<file path="config.mk">
export PLATFORM = sky130hd
export DESIGN_NAME = alu_op_decoder
export DESIGN_NICKNAME = d
export VERILOG_FILES = /design/src/rtl/alu_pkg.sv /design/src/rtl/alu_op_decoder_imm_gen.sv /design/src/rtl/alu_op_decoder.sv
export SDC_FILE = /design/constraint.sdc
export NUM_CORES = 1
export LEC_CHECK = 0
export BUFFER_PORTS_ARGS = -buffer_cell sky130_fd_sc_hd__buf_2
export CAP_MARGIN = 20
export CORE_UTILIZATION = 55
export DETAILED_ROUTE_END_ITERATION = 12
export MAX_ROUTING_LAYER = met4
export PLACE_DENSITY_LB_ADDON = 0.12
export SYNTH_ARGS = -nofsm -noshare
export SYNTH_HDL_FRONTEND = slang
export SYNTH_SLANG_ARGS = --single-unit
</file>
<file path="constraint.sdc">
create_clock -name clk -period 2.15 [get_ports clk]
set_input_delay 0.215 -clock clk [delete_from_list [all_inputs] [get_ports clk]]
set_output_delay 0.215 -clock clk [all_outputs]
set_load 0.005 [all_outputs]
</file>
<file path="src/rtl/alu_pkg.sv">
// Shared types for the RV32I ALU decode stage: ALU opcodes, major opcodes,
// immediate formats and the decoded bundle held in each buffer entry.
package alu_pkg;

  localparam int IMM_W = 32;

  // ALU opcode is {funct7[5], funct3}
  typedef enum logic [3:0] {
    ALU_ADD  = 4'b0000,
    ALU_SUB  = 4'b1000,
    ALU_SLL  = 4'b0001,
    ALU_SLT  = 4'b0010,
    ALU_SLTU = 4'b0011,
    ALU_XOR  = 4'b0100,
    ALU_SRL  = 4'b0101,
    ALU_SRA  = 4'b1101,
    ALU_OR   = 4'b0110,
    ALU_AND  = 4'b0111
  } alu_op_e;

  localparam logic [6:0] OPC_OP     = 7'b0110011;
  localparam logic [6:0] OPC_OP_IMM = 7'b0010011;
  localparam logic [6:0] OPC_LOAD   = 7'b0000011;
  localparam logic [6:0] OPC_STORE  = 7'b0100011;
  localparam logic [6:0] OPC_BRANCH = 7'b1100011;
  localparam logic [6:0] OPC_LUI    = 7'b0110111;

  typedef enum logic [2:0] {
    IMM_I,
    IMM_S,
    IMM_B,
    IMM_U,
    IMM_SHAMT
  } imm_type_e;

  typedef struct packed {
    alu_op_e          alu_op;
    logic             use_imm;
    logic [IMM_W-1:0] imm;
    logic [4:0]       rs1;
    logic [4:0]       rs2;
    logic [4:0]       rd;
    logic             reg_we;
    logic             illegal;
  } dec_bundle_t;

endpackage

</file>
<file path="src/rtl/alu_op_decoder_imm_gen.sv">
// Combinational RV32I immediate generator: extracts and extends the
// immediate of the selected format from a raw instruction word.
module imm_gen
  import alu_pkg::*;
#(
  parameter int XLEN = 32
) (
  input  logic [31:0]     instr,
  input  imm_type_e       imm_type,
  output logic [XLEN-1:0] imm
);

  // Opcode bits never carry immediate data.
  logic unused_opc;
  assign unused_opc = ^instr[6:0];

  // Assemble the immediate for the requested format
  always_comb begin
    imm = '0;
    case (imm_type)
      IMM_I:     imm = {{20{instr[31]}}, instr[31:20]};
      IMM_S:     imm = {{20{instr[31]}}, instr[31:25], instr[11:7]};
      IMM_B:     imm = {{19{instr[31]}}, instr[31], instr[7], instr[30:25], instr[11:8], 1'b0};
      IMM_U:     imm = {instr[31:12], 12'b0};
      IMM_SHAMT: imm = {27'b0, instr[24:20]};
      default:   imm = '0;
    endcase
  end

endmodule

</file>
<file path="src/rtl/alu_op_decoder.sv">
// Registered RV32I ALU decode stage with a main output register and one skid
// entry so that in_ready comes straight from a flop.
// Optional build macro DEC_PERF_CNT_EN adds saturating perf_decoded and
// perf_illegal handshake counters.
module alu_op_decoder
  import alu_pkg::*;
#(
  parameter int         XLEN           = 32,
  parameter logic [3:0] ILLEGAL_ALU_OP = 4'b0000
) (
  input  logic            clk,
  input  logic            rst_n,
  input  logic            in_valid,
  output logic            in_ready,
  input  logic [31:0]     in_instr,
  output logic            out_valid,
  input  logic            out_ready,
  output logic [3:0]      out_alu_op,
  output logic            out_use_imm,
  output logic [XLEN-1:0] out_imm,
  output logic [4:0]      out_rs1,
  output logic [4:0]      out_rs2,
  output logic [4:0]      out_rd,
  output logic            out_reg_we,
  output logic            out_illegal
`ifdef DEC_PERF_CNT_EN
  ,
  output logic [31:0]     perf_decoded,
  output logic [31:0]     perf_illegal
`endif
);

  logic [6:0]  opc;
  logic [2:0]  f3;
  logic [6:0]  f7;
  imm_type_e   imm_sel;
  logic        imm_en;
  logic [XLEN-1:0] imm_val;
  dec_bundle_t dec_raw;
  dec_bundle_t dec_p0;

  dec_bundle_t main_p1;
  dec_bundle_t skid_p1;
  logic        vld_p1;
  logic        skid_vld_p1;
  logic        accept;
  logic        load_main;

  assign opc = in_instr[6:0];
  assign f3  = in_instr[14:12];
  assign f7  = in_instr[31:25];

  imm_gen #(.XLEN(XLEN)) u_imm_gen (
    .instr    (in_instr),
    .imm_type (imm_sel),
    .imm      (imm_val)
  );

  // Decode opcode/funct fields into ALU controls and pick the immediate format
  always_comb begin
    dec_raw         = '0;
    dec_raw.alu_op  = ALU_ADD;
    dec_raw.rs1     = in_instr[19:15];
    dec_raw.rs2     = in_instr[24:20];
    dec_raw.rd      = in_instr[11:7];
    imm_sel         = IMM_I;
    imm_en          = 1'b0;
    case (opc)
      OPC_OP: begin
        dec_raw.alu_op = alu_op_e'({f7[5], f3});
        dec_raw.reg_we = 1'b1;
        if (!((f7 == 7'b0000000) ||
              (f7 == 7'b0100000 && (f3 == 3'b000 || f3 == 3'b101))))
          dec_raw.illegal = 1'b1;
      end
      OPC_OP_IMM: begin
        dec_raw.use_imm = 1'b1;
        dec_raw.reg_we  = 1'b1;
        imm_en          = 1'b1;
        if (f3 == 3'b001) begin
          imm_sel        = IMM_SHAMT;
          dec_raw.alu_op = ALU_SLL;
          if (f7 != 7'b0000000) dec_raw.illegal = 1'b1;
        end else if (f3 == 3'b101) begin
          imm_sel = IMM_SHAMT;
          if (f7 == 7'b0000000)      dec_raw.alu_op = ALU_SRL;
          else if (f7 == 7'b0100000) dec_raw.alu_op = ALU_SRA;
          else                       dec_raw.illegal = 1'b1;
        end else begin
          dec_raw.alu_op = alu_op_e'({1'b0, f3});
        end
      end
      OPC_LOAD: begin
        dec_raw.use_imm = 1'b1;
        dec_raw.reg_we  = 1'b1;
        imm_en          = 1'b1;
      end
      OPC_STORE: begin
        dec_raw.use_imm = 1'b1;
        imm_sel         = IMM_S;
        imm_en          = 1'b1;
      end
      OPC_BRANCH: begin
        imm_sel = IMM_B;
        imm_en  = 1'b1;
        case (f3)
          3'b000, 3'b001: dec_raw.alu_op = ALU_SUB;
          3'b100, 3'b101: dec_raw.alu_op = ALU_SLT;
          3'b110, 3'b111: dec_raw.alu_op = ALU_SLTU;
          default:        dec_raw.illegal = 1'b1;
        endcase
      end
      OPC_LUI: begin
        dec_raw.rs1     = 5'd0;
        dec_raw.use_imm = 1'b1;
        dec_raw.reg_we  = 1'b1;
        imm_sel         = IMM_U;
        imm_en          = 1'b1;
      end
      default: dec_raw.illegal = 1'b1;
    endcase
    if (dec_raw.illegal) begin
      dec_raw.alu_op  = alu_op_e'(ILLEGAL_ALU_OP);
      dec_raw.reg_we  = 1'b0;
      dec_raw.use_imm = 1'b0;
      imm_en          = 1'b0;
    end
  end

  // Merge the generated immediate into the decoded bundle
  always_comb begin
    dec_p0     = dec_raw;
    dec_p0.imm = imm_en ? imm_val : '0;
  end

  // ---- stage boundary: decode -> main/skid output registers ----
  assign in_ready  = !skid_vld_p1;
  assign accept    = in_valid && in_ready;
  assign load_main = !vld_p1 || out_ready;

  // Main register reloads from skid first (keeps order), else from decode;
  // input arriving while main is stalled parks in the skid entry
  always_ff @(posedge clk or negedge rst_n) begin
    if (!rst_n) begin
      main_p1     <= '0;
      skid_p1     <= '0;
      vld_p1      <= 1'b0;
      skid_vld_p1 <= 1'b0;
    end else if (load_main) begin
      if (skid_vld_p1) begin
        main_p1     <= skid_p1;
        vld_p1      <= 1'b1;
        skid_vld_p1 <= 1'b0;
      end else if (accept) begin
        main_p1 <= dec_p0;
        vld_p1  <= 1'b1;
      end else begin
        vld_p1 <= 1'b0;
      end
    end else if (accept) begin
      skid_p1     <= dec_p0;
      skid_vld_p1 <= 1'b1;
    end
  end

  assign out_valid   = vld_p1;
  assign out_alu_op  = main_p1.alu_op;
  assign out_use_imm = main_p1.use_imm;
  assign out_imm     = main_p1.imm;
  assign out_rs1     = main_p1.rs1;
  assign out_rs2     = main_p1.rs2;
  assign out_rd      = main_p1.rd;
  assign out_reg_we  = main_p1.reg_we;
  assign out_illegal = main_p1.illegal;

`ifdef DEC_PERF_CNT_EN
  function automatic logic [31:0] sat_inc(input logic [31:0] v);
    return (v == 32'hFFFF_FFFF) ? v : v + 32'd1;
  endfunction

  logic out_fire;
  assign out_fire = vld_p1 && out_ready;

  // Count output handshakes, holding at all-ones instead of wrapping
  always_ff @(posedge clk or negedge rst_n) begin
    if (!rst_n) begin
      perf_decoded <= '0;
      perf_illegal <= '0;
    end else if (out_fire) begin
      perf_decoded <= sat_inc(perf_decoded);
      if (main_p1.illegal) perf_illegal <= sat_inc(perf_illegal);
    end
  end
`endif

endmodule
</file>
==> impl_results.md <==
- Number of search-and-repair iterations in the first detailed-routing pass: 5
- DR DRC count: 0
- Worst Hold Endpoint: skid_p1[6]$_DFFE_PN0P_
- Register area share after synthesis: 55.26%
- Area share of the leading cell type in the synthesized netlist: 55.26%
- Critical hold path startpoint: in_instr[11]
- Number of cells on the worst reg-to-reg path: 4
- Share of synthesized flip-flops with an asynchronous set or reset: between 90% and 100%
- Accumulated negative setup slack: 0 ns
- DRT iter0 DRCs: 230
- Fin Hold WS: around 0.087 ns
- Instance count of the mapped netlist: 509
- Clock transition at the registers of the reported paths: 0.12 ns
- Cell area after placement: 5729 sq um
- Arrival time reported for the critical path endpoint: 2.18 ns
- Num CTS Buffers: 9
- Leading register cell type out of synthesis: sky130_fd_sc_hd__dfrtp_1
- RSZ-0062 raised after global routing: false
- Synthesis-to-layout area growth: 19.22%
- Largest net degree at the start of global routing: 40
- Post-synthesis cell area: 4981 sq um
- Count of flip-flops with a built-in enable after synthesis: 0
- Number of rows created at floorplan: 34
- Post-synth net total: 545
- Final routed wirelength across all metal layers: roughly 12 mm
- Total Nets Final: roughly 650
- Type of the most critical hold path: in -> reg
- Maximum fanout along the worst path: 20
- Post-synth cell types: 46
- Max H-tree Level: 3
- Worst Setup Path Type: in -> reg
- Area of the die: 9441 sq um
- Number of synthesized register bits: 110
- Peak supply drop: 0.0004307 V
- Area of all placed cells without fillers: 5938 sq um
- Top cells by area in the synthesized netlist: sky130_fd_sc_hd__dfrtp_1, sky130_fd_sc_hd__nand2_1, sky130_fd_sc_hd__a21oi_1
- Most common cell after layout, fill and taps aside: sky130_fd_sc_hd__dfrtp_1
- Count of maximum capacitance violations: 0
- Static leakage power: 2.882 nW
- Mean number of vias per cell: 5.839
- Wire length of the first global-routing pass: 20.53 mm
- Clock tree from TritonCTS: yes
- Maximum frequency from static timing analysis: approximately 530 MHz
- PortBufs: 91
- Status: finished, final reports clean
- Count of synthesis-stage warnings from yosys: 0
- Total vias in the final route: 4233
- Data required, critical path: 2.45 ns
- Number of buffers added to fix hold violations after cts: 1
- Pwr/cell area: 749.9 nW/um^2
- Period minus WS final: 1.889 ns
- RD Place Congestion: 0.8757
- Buffer levels on the longest clock path: 2
- Max-slew violation count: 0
- Worst-case headroom to the max-slew limit: between 40% and 50%
- Die height: 97.17 um
- Final antenna-violating net count: 0
- Residual overflow from global routing: 0
- Antenna violations before repair: 0
- Vias in the first global route: 4162
- Critical path startpoint: in_instr[25]
- Syn Area/Cell: between 9 and 10 sq um
- Worst slew pin tran: 0.7613 ns
- Startpoint kind of the worst setup timing path: input port
- Setup repair bufs after CTS: 0
- Worst R2R Setup Slack: 0.38 ns
- Gates resized, CTS repair: 0
- Hold depth: 2
- Fraction of final layout cells sized beyond drive strength 1: about 28%
- Number of primary I/O pins: 92
- Worst-case clock skew: about 0.017 ns
- Period utilisation layout: between 80% and 90%
- Core region area: between 8000 and 9000 sq um
- Max Used Layer: met4
- Antenna diode count: 0
- Biggest area consumer among synthesized cells: sky130_fd_sc_hd__dfrtp_1
- Critical Path End Type: register
- Number of filler instances in the final layout: 732
- Starting density of the core: 56.84%
- Die boundary width: slightly below 100 um
- Cells after DPL: 708
- Post-route insts no fill: 725
- Detail-routed net length per standard cell: 16.97 um
- Routed metal-1 wire length: 5.590 mm
- Cell at the root of the clock tree: sky130_fd_sc_hd__clkbuf_8
- RR Startpoint: out_valid$_DFFE_PN0N_
- Total of endpoints with negative setup slack in the final report: 0
- Half-perimeter wire length after placement: roughly 8.6 mm
- Met3 wire length: a little over 500 um
- Detailed-routed wire length on met2: 6.083 mm
- End of the worst register-to-register path: skid_p1[7]$_DFFE_PN0P_
- Num Clock Sinks: 110
- Source-to-sink clock delay at the later pin of the worst-skew pair: 0.38 ns
- Most frequent cells in the layout: sky130_fd_sc_hd__dfrtp_1, sky130_fd_sc_hd__buf_2, sky130_fd_sc_hd__nand2_1, sky130_fd_sc_hd__a21oi_1, sky130_fd_sc_hd__o21ai_0
- Hold Fails Final Rpt: 0
- Global-route usage over all layers: approximately 28%
==> routing by layer <==
metal | up-vias | global-route usage (%)
li1 | 2014 | -
met1 | 2083 | 37.43
met2 | 127 | 45.99
met3 | 9 | 3.813
met4 | 0 | 7.233
met5 | - | -
==> metrics by stage <==
| step | total power [mW] | util, % | setup slack (ns) |
|---|---|---|---|
| 6_report | 4.453 | 67.76 | 0.2611 |
| 2_1_floorplan | 2.843 | - | 0.06434 |
| 5_1_grt | 4.667 | 67.76 | 0.1373 |
| 4_1_cts | 4.477 | 67.76 | 0.2745 |
| 3_5_place_dp | 3.245 | 65.38 | -0.1268 |
| 3_3_place_gp | 3.218 | 65.38 | -0.07259 |
==> cells in the mapped netlist, drive strengths merged (2+ instances only) <==
cell type and number:
o21a 5, inv 5, a22o 6, nor2 38
o21ai 51, a22oi 5, nand3 7, and3 7
nand2 78, a21o 6, a2111oi 2, o31ai 13
nor3 3, buf 6, o211ai 7, nand2b 5
a31oi 2, nor2b 2, nand3b 2, a21oi 53
or3 2, or4 2, o22ai 26, mux2 12
or2 3, clkbuf 31, mux2i 10, dfrtp 110
==> power breakdown <==
part	leakage [nW]	internal (mW)	total, mW	switching, mW
logic	1.36	0.348	0.797	0.449
registers	1.42	2.29	2.40	0.115
clock network	0.103	0.485	1.25	0.768
==> cell families (layout without fill, tap and decap cells) <==
logic type	count (synthesis)	in the layout	synth area share, %
AOI/OAI and AO/OA	179	179	22.18
muxes	22	22	4.723
DFF	110	110	55.26
and+or+nand+nor	154	154	13.79
buffers and inverters	42	150	3.692
xor gates and xnor gates	2	2	0.3517
==> sequential cells by signal (all words and copies together) (netlist names) <==
register,count
skid_p1,54
out_imm,32
out_rd,5
out_rs1,5
out_rs2,5
out_alu_op,4
out_illegal,1
out_reg_we,1
out_use_imm,1
out_valid,1
skid_vld_p1,1
==> how the worst max path moves through the flow <==
stage,to,cells after the start,slack [ns]
3_3_place_gp,skid_p1[1]$_DFFE_PN0P_,7,-0.07
5_1_grt,skid_p1[44]$_DFFE_PN0P_,7,0.14
6_report,skid_p1[42]$_DFFE_PN0P_,7,0.26
4_1_cts,skid_p1[36]$_DFFE_PN0P_,7,0.27
2_1_floorplan,skid_p1[0]$_DFFE_PN0P_,6,0.06
3_5_place_dp,skid_p1[36]$_DFFE_PN0P_,7,-0.13
==> worst max-delay path: stages <==
cell	delay [ns]
sky130_fd_sc_hd__buf_2	0.10
sky130_fd_sc_hd__or4_4	0.56
sky130_fd_sc_hd__a2111oi_4	0.32
sky130_fd_sc_hd__buf_4	0.17
sky130_fd_sc_hd__o211ai_2	0.10
sky130_fd_sc_hd__or2_2	0.47
sky130_fd_sc_hd__o21ai_0	0.23
==> layout make-up <==
type	instances	area (sq um)	share of cell area [%]
Sequential cell	110	2754	46.38
Multi-Input combinational cell	357	2061	34.70
Timing Repair Buffer	129	770.7	12.98
Clock buffer	10	137.6	2.318
Tap cell	108	135.1	2.276
Clock inverter	6	61.31	1.032
Inverter	5	18.77	0.3161
(Power assumes the default switching activity.)
